<file path="src/rtl/halfband_interp.sv">
// 2x polyphase allpass interpolator: each accepted sample yields a branch-0
// then a branch-1 output, computed with wrapping Q8.20 first-order allpass sections.
module halfband_interp #(
    parameter logic [27:0] B0 = 28'h0000000,
    parameter logic [27:0] B1 = 28'h0000000
) (
    input  logic       clk_var,
    input  logic       reset,
    input  logic       enable,
    input  logic [7:0] in_data,
    input  logic       in_valid,
    output logic       in_ready,
    output logic [7:0] out_data,
    output logic       out_valid,
    input  logic       out_ready
);

    typedef enum logic [1:0] {IDLE, CALC, EMIT0, EMIT1} state_t;

    state_t      state;
    logic [27:0] x_cur;
    logic [27:0] x_old  [2];
    logic [27:0] y_reg  [2];
    logic [27:0] y_next [2];
    logic [7:0]  out_data_r;
    logic        out_valid_r;

    function automatic logic signed [55:0] sext56(input logic [27:0] v);
        return {{28{v[27]}}, v};
    endfunction

    // y = B*x + x_old - B*y_old; x_old is realigned to the Q16.40 product scale
    function automatic logic [27:0] branch_y(input logic [27:0] b, input logic [27:0] x,
                                             input logic [27:0] xo, input logic [27:0] yo);
        logic signed [55:0] acc;
        acc = sext56(b) * sext56(x) + (sext56(xo) <<< 20) - sext56(b) * sext56(yo);
        return acc[47:20];
    endfunction

    always_comb begin
        y_next[0] = branch_y(B0, x_cur, x_old[0], y_reg[0]);
        y_next[1] = branch_y(B1, x_cur, x_old[1], y_reg[1]);
    end

    assign in_ready  = (state == IDLE) && enable;
    assign out_data  = out_data_r;
    assign out_valid = out_valid_r;

    always_ff @(posedge clk_var) begin
        if (reset) begin
            state       <= IDLE;
            x_cur       <= '0;
            x_old       <= '{default: '0};
            y_reg       <= '{default: '0};
            out_data_r  <= '0;
            out_valid_r <= 1'b0;
        end else if (enable) begin
            case (state)
                IDLE: begin
                    if (in_valid) begin
                        x_cur <= {in_data, 20'b0};
                        state <= CALC;
                    end
                end
                CALC: begin
                    for (int unsigned k = 0; k < 2; k++) begin
                        x_old[k] <= x_cur;
                        y_reg[k] <= y_next[k];
                    end
                    out_data_r  <= y_next[0][27:20];
                    out_valid_r <= 1'b1;
                    state       <= EMIT0;
                end
                EMIT0: begin
                    if (out_ready) begin
                        out_data_r <= y_reg[1][27:20];
                        state      <= EMIT1;
                    end
                end
                EMIT1: begin
                    if (out_ready) begin
                        out_valid_r <= 1'b0;
                        state       <= IDLE;
                    end
                end
                default: state <= IDLE;
            endcase
        end
    end

endmodule

</file>
<file path="config.mk">
export PLATFORM = sky130hd
export DESIGN_NAME = halfband_interp
export DESIGN_NICKNAME = d
export VERILOG_FILES = /design/src/rtl/halfband_interp.sv
export SDC_FILE = /design/constraint.sdc
export NUM_CORES = 1
export LEC_CHECK = 0
export BUFFER_PORTS_ARGS = -buffer_cell sky130_fd_sc_hd__buf_2
export CORE_MARGIN = 8
export CORE_UTILIZATION = 55
export DETAILED_ROUTE_END_ITERATION = 8
export PLACE_DENSITY = 0.78
export SETUP_SLACK_MARGIN = 0.3
export SYNTH_ARGS = -nofsm -noshare
export SYNTH_HDL_FRONTEND = slang
export SYNTH_SLANG_ARGS = --single-unit
</file>
<file path="constraint.sdc">
create_clock -name clk_var -period 1.9 [get_ports clk_var]
set_clock_uncertainty 0.15 [all_clocks]
set_input_delay 0.095 -clock clk_var [delete_from_list [all_inputs] [get_ports clk_var]]
set_output_delay 0.095 -clock clk_var [all_outputs]
set_load 0.1 [all_outputs]
</file>
Word level (Yosys, flattened, before mapping)
Cells that the tools add are included.

Output and inout bits: 10. Register bits: 35. Bits of input ports: 13.

Reduce and logical (&&, ||, !) cells: 9. Equality and inequality tests: 6. Multiplexer cells: 8.

Operators with widths (number): $pmux 8 s2 (1); $reduce_and 3->1 (3); $mux 8 (1); $pmux 2 s4 (1); $mux 2 (3); $ne 2x2->1 const B (3); $eq 2x2->1 const B (2); $reduce_and 4->1 (1); $reduce_bool 2->1 (2); $eq 2x1->1 const B (1); $logic_not 2->1 (1); $pmux 1 s2 (1); $reduce_and 2->1 (1); $logic_and 1x1->1 (1); $mux 1 (1).

Depth between registers and ports, before layout
Gate-level depths: netlist (run 1).

Word-level depth: 3. Mapped depth: 7.

Least setup slack after synthesis (run 1)
Ideal clock, no wire load.

Path kind: flip-flop to flip-flop. Start point: register state[0]. End point: register out_data_r[0] (netlist: out_data[0]). Buffers on the path: 1. Setup time: 80 ps. Data arrival time: 1404 ps. Cell stages (with the launch flop): 7. Required time: 1670 ps. Path slack: 266 ps. Cell sequence: dfxtp_1 -> inv_1 -> ha_1 -> mux2_4 -> and2_4 -> buf_6 -> a211oi_2.

Longest elaborated chain between the ends: 3. Elaborated cells between the ends (all ways): 6. Classes of those cells: eq/ne: 3; mux: 1; reduce/logical: 2.

Ends and longest elaborated chain: start, declared (RTL line 20) `state_t state;`; start signal, assigned (RTL line 51) `state <= IDLE;`; start signal, assigned (RTL line 62) `state <= CALC;`; start signal, assigned (RTL line 72) `state <= EMIT0;`; $eq 2x2->1 / $eq 2x1->1 (equally long branches) (RTL line 58) `case (state)`; $ne 2x2->1 (no source line) / $reduce_bool 2->1 (equally long branches); $reduce_and 3->1 (no source line); end signal, assigned (RTL line 70) `out_data_r <= y_next[0][27:20];`; end signal, assigned (RTL line 76) `out_data_r <= y_reg[1][27:20];`; end, declared (RTL line 25) `logic [7:0] out_data_r;`.

Several ways; a longest one is shown, not always the timed one. A chain may end at the register's enable or synchronous reset.

Worst setup path in the final report (run 1)
Start point: register state[1]. End point: register out_data_r[3] (netlist: out_data[3]).

The elaborated chain is that of the path after synthesis.

==> results.txt, run 1 <==
----------------------------------------------------
[Clock network]
  CTS root buf ... sky130_fd_sc_hd__clkbuf_4
  CTS H-tree depth ... 2
  TritonCTS sink count ... 35
  Maximum count of clock buffers along a single path ... 2
  Clock buffers created by TritonCTS ... 5
  Clock tree from TritonCTS ... yes
  Clock slew seen by the registers of the worst setup and hold paths ... roughly 0.11 ns
  Worst skew pair latency ... ~0.33 ns

[Global route]
  Total track usage ... 0.142
  Pin count of the biggest net entering global routing ... 25
  Antenna violations before repair ... 0
  Number of global-route vias before repair ... approximately 1.1k
  Global-route congestion overflow total ... 0
  First-pass GRT wire length ... approximately 5.1 mm

[Layout]
  # fillers ... 197
  Layout cells sized above 1 ... 0.308
  Final #Nets ... ~210
  Layout-stage area growth over the synthesis result ... 29.4%
  Antenna Diode Count ... 0

[Timing]
  Maximum clock rate ... approximately 0.63 GHz
  Final TNS setup ... 0 ns
  Period utilization ... 0.833
  Least setup slack across all paths after layout ... between 0.3 and 0.4 ns
  Hold violation total from the final report ... 0
  Worst max-slew margin expressed relative to the limit ... 0.656
  Final worst path period need ... ~1.6 ns
  Actual transition at the worst max-transition pin ... approximately 0.51 ns
  RSZ-0062 raised after global routing ... yes
  Max Slew Vio Count ... 0
  Final setup viols ... 0

[Placement]
  Detailed placer's ending HPWL ... around 1.9 mm
  Number of I/O port buffers ... 22
  Worst Setup Slack post-DPL ... around 0.25 ns
  Routability congestion estimate from global placement ... 0.849

[Floorplanning]
  Core region area ... ~2700 um^2
  DIE WIDTH ... approximately 68 um
  Placement Rows ... 19
  Overall die height ... a little under 70 um
  Number of top-level design ports ... 23
  Die Footprint ... ~4600 um^2
  Starting utilization of the core area ... 0.561

[Routing]
  Post-route DRC violation count ... 0
  Final antenna-violating net count ... 0
  Initial DRC Count ... 73
  WL final ... 3.12 mm
  Per-cell routed wire length ... ~14 um
  DRT Pass-1 Iters ... 4
  Vias/cell ... 5.28
  Vias ... between 1k and 1.5k

[Power and ir drop]
  Ratio of total power to cell area ... around 1000 nW/um^2
  Leakage dissipation ... between 0.0007 and 0.0008 uW
  Max rail drop VDD ... a little over 0.9 mV

[Synth]
  Synth warnings ... 0
  Post-synthesis sequential area ratio ... 0.469
  Syn_area_per_cell ... 9.34 um^2
  Post-Syn Nets ... around 180
  Cell Area, Synth ... between 1000 and 1500 um^2
  Count of different cell masters after synthesis ... 24
  Number of storage elements in the synthesis netlist ... 35
  Synth Instances ... 160

[Min path]
  Min-delay worst type ... in -> reg

[Setup path]
  Nature of the critical path endpoint ... flip-flop
  Startpoint-to-endpoint class of the critical path ... reg -> reg
  Required time reported for the critical path endpoint ... 2.01 ns
  Kind of start point of the critical path ... flip-flop
  Data arrival time of the worst path ... 1.69 ns
  Top fanout value on the critical path ... 8
  Worst-case register-to-register setup slack ... between 0.3 and 0.4 ns

[Job]
  Max-cap violation count ... 0

[Outcome]
  Result of the run ... finished clean

----------------------------------------------------
==> path summary, 6_finish.rpt <==
| check | startpoint | end | depth (start not counted) |
|---|---|---|---|
| worst max-delay path | state[1] | out_data[3] | 5 |
| worst min-delay path | enable | state[1] | 3 |
| worst max register to register | state[1] | out_data[3] | 5 |
| worst min register to register | y_reg[25] | y_reg[25] | 2 |
==> critical path, cell delays in order (launching register included) <==
cell,delay [ns]
sky130_fd_sc_hd__dfxtp_4,0.40
sky130_fd_sc_hd__inv_2,0.08
sky130_fd_sc_hd__ha_4,0.18
sky130_fd_sc_hd__mux2_4,0.28
sky130_fd_sc_hd__and2_4,0.21
sky130_fd_sc_hd__a211oi_2,0.22
==> what timing repair did <==
| item | 4_1_cts | 5_1_grt |
|---|---|---|
| gates resized for setup | 7 | 15 |
| hold buffers | 10 | 0 |
| endpoints found under the hold margin | 16 | 0 |
| buffers inserted | 0 | 3 |
| pin swaps | 3 | 2 |
| cloned | 1 | 0 |
| setup endpoints to repair | 21 | 24 |
==> cell type report <==
cell class / count / area, um^2 / share of cell area
multi-input combinational: 113 / 802 / 0.415
clock inverter: 3 / 67.6 / 0.0350
timing repair buffer: 37 / 267 / 0.138
tap: 31 / 38.8 / 0.0201
inverter: 2 / 12.5 / 0.00647
clock buffer: 5 / 37.5 / 0.0194
sequential: 35 / 708 / 0.366
==> layout by cell type (no fill, tap or decap), types with 3 or more instances in the layout <==
master | netlist | routed
sky130_fd_sc_hd__mux2i_1 | 17 | 17
sky130_fd_sc_hd__dlygate4sd3_1 | 0 | 10
sky130_fd_sc_hd__clkbuf_4 | 0 | 5
sky130_fd_sc_hd__a21oi_1 | 25 | 22
sky130_fd_sc_hd__ha_4 | 0 | 3
sky130_fd_sc_hd__buf_2 | 4 | 21
sky130_fd_sc_hd__nor2_1 | 10 | 10
sky130_fd_sc_hd__a211oi_2 | 8 | 8
sky130_fd_sc_hd__a21oi_2 | 0 | 3
sky130_fd_sc_hd__dfxtp_1 | 35 | 33
sky130_fd_sc_hd__buf_4 | 1 | 4
sky130_fd_sc_hd__nand2_1 | 34 | 34
sky130_fd_sc_hd__nand2b_1 | 3 | 3
==> layer usage <==
metal  wire length (um)  track usage  up-vias
met5                  0            0        -
met4                 14       0.0537        0
met3                180       0.0442        2
met2               1460        0.215       31
met1               1470        0.184      542
li1                   -            -      618
==> synth_stat cells <==
cell / n / area, um^2
sky130_fd_sc_hd__o31ai_1: 1 / 7.51
sky130_fd_sc_hd__and2_4: 1 / 8.76
sky130_fd_sc_hd__mux2_4: 1 / 15.0
sky130_fd_sc_hd__a2bb2oi_1: 1 / 8.76
sky130_fd_sc_hd__buf_4: 1 / 7.51
sky130_fd_sc_hd__and2_1: 2 / 12.5
sky130_fd_sc_hd__nand3_1: 1 / 5.00
sky130_fd_sc_hd__nand2_1: 34 / 128
sky130_fd_sc_hd__clkbuf_1: 3 / 11.3
sky130_fd_sc_hd__a211oi_2: 8 / 100
sky130_fd_sc_hd__nand2b_1: 3 / 18.8
sky130_fd_sc_hd__nor2_1: 10 / 37.5
sky130_fd_sc_hd__inv_1: 2 / 7.51
sky130_fd_sc_hd__ha_1: 5 / 62.6
sky130_fd_sc_hd__a21oi_1: 25 / 125
sky130_fd_sc_hd__a311o_1: 1 / 10.0
sky130_fd_sc_hd__buf_2: 4 / 20.0
sky130_fd_sc_hd__buf_1: 1 / 3.75
sky130_fd_sc_hd__clkbuf_2: 1 / 5.00
sky130_fd_sc_hd__o21bai_1: 1 / 7.51
sky130_fd_sc_hd__buf_6: 1 / 11.3
sky130_fd_sc_hd__nand3_2: 1 / 10.0
sky130_fd_sc_hd__dfxtp_1: 35 / 701
sky130_fd_sc_hd__mux2i_1: 17 / 170
==> per-stage QoR <==
stage / total power, uW / std cells / hold WS [ns] / util / cell area [um^2]
floorplan: 1140 / 160 / 0.0889 / - / 1500
global placement: 1190 / 204 / 0.176 / 0.602 / 1600
detailed placement: 1200 / 204 / 0.182 / 0.602 / 1600
CTS: 1890 / 223 / 0.0559 / 0.693 / 1850
global route: 2000 / 226 / 0.0907 / 0.726 / 1930
finish: 1930 / 226 / 0.0855 / 0.726 / 1930
==> report_power, final <==
part	internal [uW]	leakage (uW)	switching, uW
clock	409	0.0000514	251
sequential	771	0.000285	27.9
combinational	155	0.000418	311
total	1340	0.000754	590
==> cells by family (layout without fill, tap and decap cells) <==
kind of cell	after synthesis	after routing	synth area share
AOI/OAI and AO/OA	37	37	0.173
DFF	35	35	0.469
muxes	18	19	0.124
adders and majority gates	5	5	0.0419
buffers and inverters	13	47	0.0444
and+or+nand+nor	52	52	0.147
(Power assumes the default switching activity.)
==> inputs of run 2 (changes only) <==
--- a/config.mk
+++ b/config.mk
@@ -7,9 +7,9 @@
 export LEC_CHECK = 0
 export BUFFER_PORTS_ARGS = -buffer_cell sky130_fd_sc_hd__buf_2
 export CORE_MARGIN = 8
-export CORE_UTILIZATION = 55
+export CORE_UTILIZATION = 49
 export DETAILED_ROUTE_END_ITERATION = 8
-export PLACE_DENSITY = 0.78
+export PLACE_DENSITY = 0.73
 export SETUP_SLACK_MARGIN = 0.3
 export SYNTH_ARGS = -nofsm -noshare
 export SYNTH_HDL_FRONTEND = slang
==> constraint.sdc (replaced) <==
create_clock -name clk_var -period 1.33 [get_ports clk_var]
set_clock_uncertainty 0.15 [all_clocks]
set_input_delay 0.0665 -clock clk_var [delete_from_list [all_inputs] [get_ports clk_var]]
set_output_delay 0.0665 -clock clk_var [all_outputs]
set_load 0.1 [all_outputs]
==> run 2 against run 1 <==
Against the previous run: the run now ends with negative setup slack left; combinational power up 86%; core utilization increased by 4.2 points; clock-buffer cell count rose by 2; flip-flop and latch count stayed put; total power rose by 39%; wire length grew 18%; die area rose by 9.3%; cell count is 8.0% higher; via count increased by 7.8%; non-clock buffer count increased by 16; cell area grew 18%; critical path type unchanged; critical endpoint is now out_data[6].
==> results.txt, run 2 (same netlist as run 1, synthesis figures left out) <==
----------------------------------------------------
[Placement]
  Placed cell count ... ~210
  Routability congestion estimate from global placement ... 0.834
  Number of I/O port buffers ... 22
  Worst Setup Slack post-DPL ... -0.184 ns
  Detailed placer's ending HPWL ... 2.23 mm

[Routing]
  Initial DRC Count ... 34
  Per-cell routed wire length ... around 15 um
  WL final ... between 3 and 4 mm
  Final antenna-violating net count ... 0
  Vias ... about 1.3k
  DRT Pass-1 Iters ... 4
  Vias/cell ... about 5.3
  Post-route DRC violation count ... 0

[Setup path]
  CP Cell Sequence ... buf_6 > ha_4 > mux2_4 > and2_4 > a211oi_2
  Slowest stage delay, CP ... 0.37 ns
  Buffer and inverter count on the worst path ... 1
  Required time reported for the critical path endpoint ... approximately 1.4 ns
  Startpoint-to-endpoint class of the critical path ... reg -> reg
  Top fanout value on the critical path ... 8
  Data arrival time of the worst path ... between 1.5 and 2 ns
  Kind of start point of the critical path ... flip-flop
  Crit-path slowest cell ... sky130_fd_sc_hd__dfxtp_4
  Nature of the critical path endpoint ... flip-flop
  Cell class contributing the biggest share of worst-path delay ... flip-flops

[Timing]
  Final setup viols ... 36
  Final worst path period need ... approximately 1.6 ns
  Period utilization ... 1.20
  Worst max-slew margin expressed relative to the limit ... 0.741
  Final TNS setup ... -6.32 ns
  Least setup slack across all paths after layout ... -0.260 ns
  RSZ-0062 raised after global routing ... yes
  Maximum clock rate ... ~0.63 GHz
  Hold violation total from the final report ... 0
  Final-layout worst hold slack ... between 0.04 and 0.05 ns
  Max Slew Vio Count ... 0
  Actual transition at the worst max-transition pin ... 0.388 ns

[Layout]
  Top library cells by usage in the layout, fill and taps aside ... sky130_fd_sc_hd__dfxtp_1 (24), sky130_fd_sc_hd__nand2_1 (18), sky130_fd_sc_hd__mux2i_1 (17)
  Layout-stage area growth over the synthesis result ... 53.2%
  Layout cells sized above 1 ... 0.502
  Area used by multi-input combinational logic ... a little under 900 um^2
  Area taken by flip-flops and latches ... 722 um^2
  # fillers ... a little over 200
  Antenna Diode Count ... 0
  Final #Nets ... about 230
  Non-filler cells, final ... approximately 240
  Most common library cell in the layout ignoring fill and taps ... sky130_fd_sc_hd__dfxtp_1

[Clock network]
  CTS root buf ... sky130_fd_sc_hd__clkbuf_4
  Maximum count of clock buffers along a single path ... 2
  Clock tree from TritonCTS ... yes
  Clock slew seen by the registers of the worst setup and hold paths ... around 0.1 ns
  Worst skew pair latency ... between 0.3 and 0.4 ns
  TritonCTS sink count ... 35
  CTS H-tree depth ... 2
  Clock buffers created by TritonCTS ... 5

[Floorplanning]
  Placement Rows ... 20
  DIE WIDTH ... approximately 71 um
  Overall die height ... 71.2 um
  Die Footprint ... slightly above 5000 um^2
  Starting utilization of the core area ... 0.502
  Core region area ... 2980 um^2
  Number of top-level design ports ... 23

[Power and ir drop]
  Max rail drop VDD ... ~0.82 mV
  Clock power share ... 0.241
  Flop pwr share ... 0.434
  Internal Dissipation ... ~1800 uW
  Leakage dissipation ... ~0.00089 uW
  Switching power ... just under 900 uW
  Fraction of power spent switching nets ... 0.325
  Ratio of total power to cell area ... 1170 nW/um^2
  Combinational cell fraction of total power ... 0.326

[Global route]
  Global-route congestion overflow total ... 0
  Antenna violations before repair ... 0
  Number of global-route vias before repair ... around 1.3k
  Total track usage ... 0.150
  First-pass GRT wire length ... 6.04 mm
  Pin count of the biggest net entering global routing ... 33

[Outcome]
  Violated checks ... negative setup slack
  Result of the run ... finished, violations left

[Min path]
  Min-delay worst type ... in -> reg

[Job]
  Max-cap violation count ... 0

----------------------------------------------------
run 2: cell types whose count changed in the layout (fill, tap and decap cells not counted), moves of 8 or more:
cell	change
sky130_fd_sc_hd__buf_12	+10
sky130_fd_sc_hd__buf_2	-9
sky130_fd_sc_hd__dfxtp_1	-9
sky130_fd_sc_hd__dfxtp_2	+8
sky130_fd_sc_hd__nand2_1	-16
sky130_fd_sc_hd__nand2_2	+15
run 2: final cells by class:
| cell class | count | share of cell area |
|---|---|---|
| clock buffer | 7 | 0.0290 |
| timing repair buffer | 53 | 0.246 |
| multi-input combinational | 114 | 0.386 |
| sequential | 35 | 0.315 |
| inverter | 2 | 0.00547 |
| tap | 33 | 0.0180 |
run 2: tightest hold or removal path, stage by stage:
cell and delay (ns):
sky130_fd_sc_hd__buf_2 0.12, sky130_fd_sc_hd__nand3_4 0.15, sky130_fd_sc_hd__mux2i_1 0.09, sky130_fd_sc_hd__nor2_1 0.07
run 2: timing repair:
| action | 4_1_cts | 5_1_grt |
|---|---|---|
| resized for setup | 49 | 31 |
| endpoints found under the setup margin | 45 | 45 |
| hold buffers | 11 | 0 |
| endpoints found under the hold margin | 11 | 0 |
| setup buffers | 7 | 3 |
| pin swaps | 8 | 19 |
| cloned | 1 | 2 |
run 2: final timing paths:
kind	slack, ns	start	to	cells past startpoint
max	-0.26	state[0]	out_data[6]	5
min	0.05	in_valid	x_cur[27]	4
max reg2reg	-0.26	state[0]	out_data[6]	5
min reg2reg	0.31	y_reg[21]	y_reg[21]	2
run 2: through the flow:
stage | power [uW] | area [um^2] | utilization
finish | 2670 | 2290 | 0.768
global route | 2780 | 2290 | 0.768
CTS | 2630 | 2160 | 0.724
detailed placement | 1800 | 1750 | 0.588
global placement | 1780 | 1750 | 0.588
floorplan | 1670 | 1570 | -
run 2: metal layers:
metal | share of wire | vias to the layer above | global-route usage
met1 | 0.43 | 601 | 0.170
met3 | 0.046 | 5 | 0.0488
met2 | 0.51 | 30 | 0.252
met4 | 0.0098 | 0 | 0.0624
li1 | - | 650 | -
met5 | 0 | - | 0
run 2: power by group through the flow:
stage	Sequential, uW	Combinational [uW]	Clock (uW)
final	1160	869	642
after floorplan	1360	309	0
after detailed placement	1170	637	0
after global placement	1160	622	0
after global routing	1170	916	696
after CTS	1160	809	668
==> inputs of run 3 (changes only) <==
--- a/config.mk
+++ b/config.mk
@@ -7,9 +7,9 @@
 export LEC_CHECK = 0
 export BUFFER_PORTS_ARGS = -buffer_cell sky130_fd_sc_hd__buf_2
 export CORE_MARGIN = 8
-export CORE_UTILIZATION = 49
+export CORE_UTILIZATION = 25
 export DETAILED_ROUTE_END_ITERATION = 8
-export PLACE_DENSITY = 0.73
+export RECOVER_POWER = 25
 export SETUP_SLACK_MARGIN = 0.3
 export SYNTH_ARGS = -nofsm -noshare
 export SYNTH_HDL_FRONTEND = slang
==> run 3 against run 2 <==
Against the previous run: the run still ends with negative setup slack left; wire length down 11%; clock-buffer cell count up 1; flip-flop and latch count is the same.
==> results.txt, run 3 (same netlist as run 1, synthesis figures left out) <==
----------------------------------------------------
[Power and ir drop]
  Switching power ... 884 uW
  Fraction of power spent switching nets ... 0.315
  Clock power share ... 0.309
  Combinational cell fraction of total power ... 0.280
  Leakage dissipation ... around 0.00084 uW
  Ratio of total power to cell area ... about 1300 nW/um^2
  Flop pwr share ... 0.411
  Power, Total ... ~2800 uW
  Max rail drop VDD ... around 0.56 mV
  Internal Dissipation ... 1930 uW

[Timing]
  Worst max-slew margin expressed relative to the limit ... 0.753
  Maximum clock rate ... roughly 0.65 GHz
  Hold violation total from the final report ... 0
  Actual transition at the worst max-transition pin ... around 0.37 ns
  Period utilization ... 1.16
  RSZ-0062 raised after global routing ... yes
  Final worst path period need ... about 1.5 ns
  Max Slew Vio Count ... 0
  Final TNS setup ... -2.52 ns
  Final setup viols ... 35
  Least setup slack across all paths after layout ... -0.215 ns

[Setup path]
  Cell class contributing the biggest share of worst-path delay ... flip-flops
  Nature of the critical path endpoint ... flip-flop
  Top fanout value on the critical path ... 8
  Required time reported for the critical path endpoint ... about 1.4 ns
  Crit-path slowest cell ... sky130_fd_sc_hd__dfxtp_4
  Kind of start point of the critical path ... flip-flop
  CP Cell Sequence ... inv_4 > ha_4 > mux2_4 > and2_4 > a211oi_2
  Buffer and inverter count on the worst path ... 1
  Startpoint-to-endpoint class of the critical path ... reg -> reg
  Slowest stage delay, CP ... about 0.38 ns
  Data arrival time of the worst path ... roughly 1.6 ns

[Placement]
  Detailed placer's ending HPWL ... between 2 and 2.5 mm
  Routability congestion estimate from global placement ... about 0.73
  Number of I/O port buffers ... 22

[Clock network]
  Worst skew pair latency ... a little under 0.3 ns
  CTS root buf ... sky130_fd_sc_hd__clkbuf_8
  Maximum count of clock buffers along a single path ... 2
  TritonCTS sink count ... 35
  Clock tree from TritonCTS ... yes
  Clock slew seen by the registers of the worst setup and hold paths ... about 0.07 ns
  CTS H-tree depth ... 2
  Clock buffers created by TritonCTS ... 5

[Layout]
  Top library cells by usage in the layout, fill and taps aside ... sky130_fd_sc_hd__nand2_1 (34), sky130_fd_sc_hd__dfxtp_1 (25), sky130_fd_sc_hd__a21oi_1 (24)
  Utilization of the core after routing ... 0.380
  Most common library cell in the layout ignoring fill and taps ... sky130_fd_sc_hd__nand2_1
  Final #Nets ... roughly 220
  Area taken by flip-flops and latches ... just over 700 um^2
  Layout-stage area growth over the synthesis result ... 48.7%
  # fillers ... between 500 and 600
  Antenna Diode Count ... 0
  Area used by multi-input combinational logic ... about 800 um^2
  Layout cells sized above 1 ... 0.371

[Routing]
  Vias ... around 1.2k
  Post-route DRC violation count ... 0
  Per-cell routed wire length ... about 12 um
  Initial DRC Count ... 45
  WL final ... between 3 and 4 mm
  DRT Pass-1 Iters ... 4
  Vias/cell ... approximately 4.3
  Final antenna-violating net count ... 0

[Floorplanning]
  Die Footprint ... roughly 8700 um^2
  Core region area ... between 5000 and 6000 um^2
  Placement Rows ... 28
  Overall die height ... roughly 93 um
  DIE WIDTH ... 93.3 um
  Starting utilization of the core area ... 0.255
  Number of top-level design ports ... 23

[Job]
  Max-cap violation count ... 0

[Global route]
  Pin count of the biggest net entering global routing ... 33
  Number of global-route vias before repair ... 1126
  Global-route congestion overflow total ... 0
  Antenna violations before repair ... 0
  Total track usage ... 0.0786
  First-pass GRT wire length ... ~5.5 mm

[Outcome]
  Result of the run ... finished, violations left
  Violated checks ... negative setup slack

[Min path]
  Min-delay worst type ... in -> reg

----------------------------------------------------
==> run 3: changes by cell type in the layout (fill, tap and decap cells not counted), moves of 2 or more <==
cell                       delta
sky130_fd_sc_hd__a21oi_1      +8
sky130_fd_sc_hd__a21oi_2      -8
sky130_fd_sc_hd__buf_12       -2
sky130_fd_sc_hd__buf_4        -3
sky130_fd_sc_hd__buf_6        -2
sky130_fd_sc_hd__clkbuf_4     -3
sky130_fd_sc_hd__clkbuf_8     +5
sky130_fd_sc_hd__dfxtp_2      -2
sky130_fd_sc_hd__nand2_1     +16
sky130_fd_sc_hd__nand2_2     -15
==> run 3: what timing repair did <==
action	4_1_cts	5_1_grt
buffers inserted	3	2
hold buffers	10	0
endpoints found under the hold margin	11	0
cloned	1	0
resized for setup	43	6
pin swaps	6	3
endpoints found under the setup margin	45	45
==> run 3: layout make-up <==
cell class,instances,share of cell area
repair buffers,47,0.217
flip-flops and latches,35,0.326
clock buffers,8,0.0456
inverters,2,0.00563
well taps,75,0.0423
multi-input cells,113,0.363
==> run 3: final timing paths <==
kind / slack [ns] / startpoint / end / cells past startpoint
max: -0.22 / state[0] / out_data[7] / 5
max reg2reg: -0.22 / state[0] / out_data[7] / 5
min reg2reg: 0.31 / y_reg[23] / y_reg[23] / 2
min: 0.10 / in_valid / x_cur[24] / 4
==> run 3: stage by stage <==
step,instances,instance area [um^2],setup WS [ns],hold WS [ns]
3_3_place_gp,256,1830,-0.165,0.145
3_5_place_dp,256,1830,-0.190,0.155
2_1_floorplan,160,1570,-0.206,0.0604
6_report,280,2220,-0.215,0.103
4_1_cts,278,2210,-0.188,0.106
5_1_grt,280,2220,-0.254,0.119
==> run 3: tightest hold or removal path, cell delays in order <==
cell and delay [ns]:
sky130_fd_sc_hd__buf_2 0.12, sky130_fd_sc_hd__nand3_4 0.16, sky130_fd_sc_hd__mux2i_1 0.09, sky130_fd_sc_hd__nor2_1 0.07
==> run 3: power by group through the flow <==
stage,clock [uW],combinational (uW),sequential [uW]
after CTS,883,787,1160
after detailed placement,0,649,1170
after floorplan,0,309,1360
final,869,786,1160
after global placement,0,646,1170
after global routing,927,829,1160
==> run 3: metal layers <==
metal / vias up / GRT usage / routed length (um)
met3: 8 / 0.0248 / 177
li1: 632 / - / -
met1: 539 / 0.106 / 1680
met4: 0 / 0.0523 / 85
met5: - / 0 / 0
met2: 27 / 0.103 / 1320
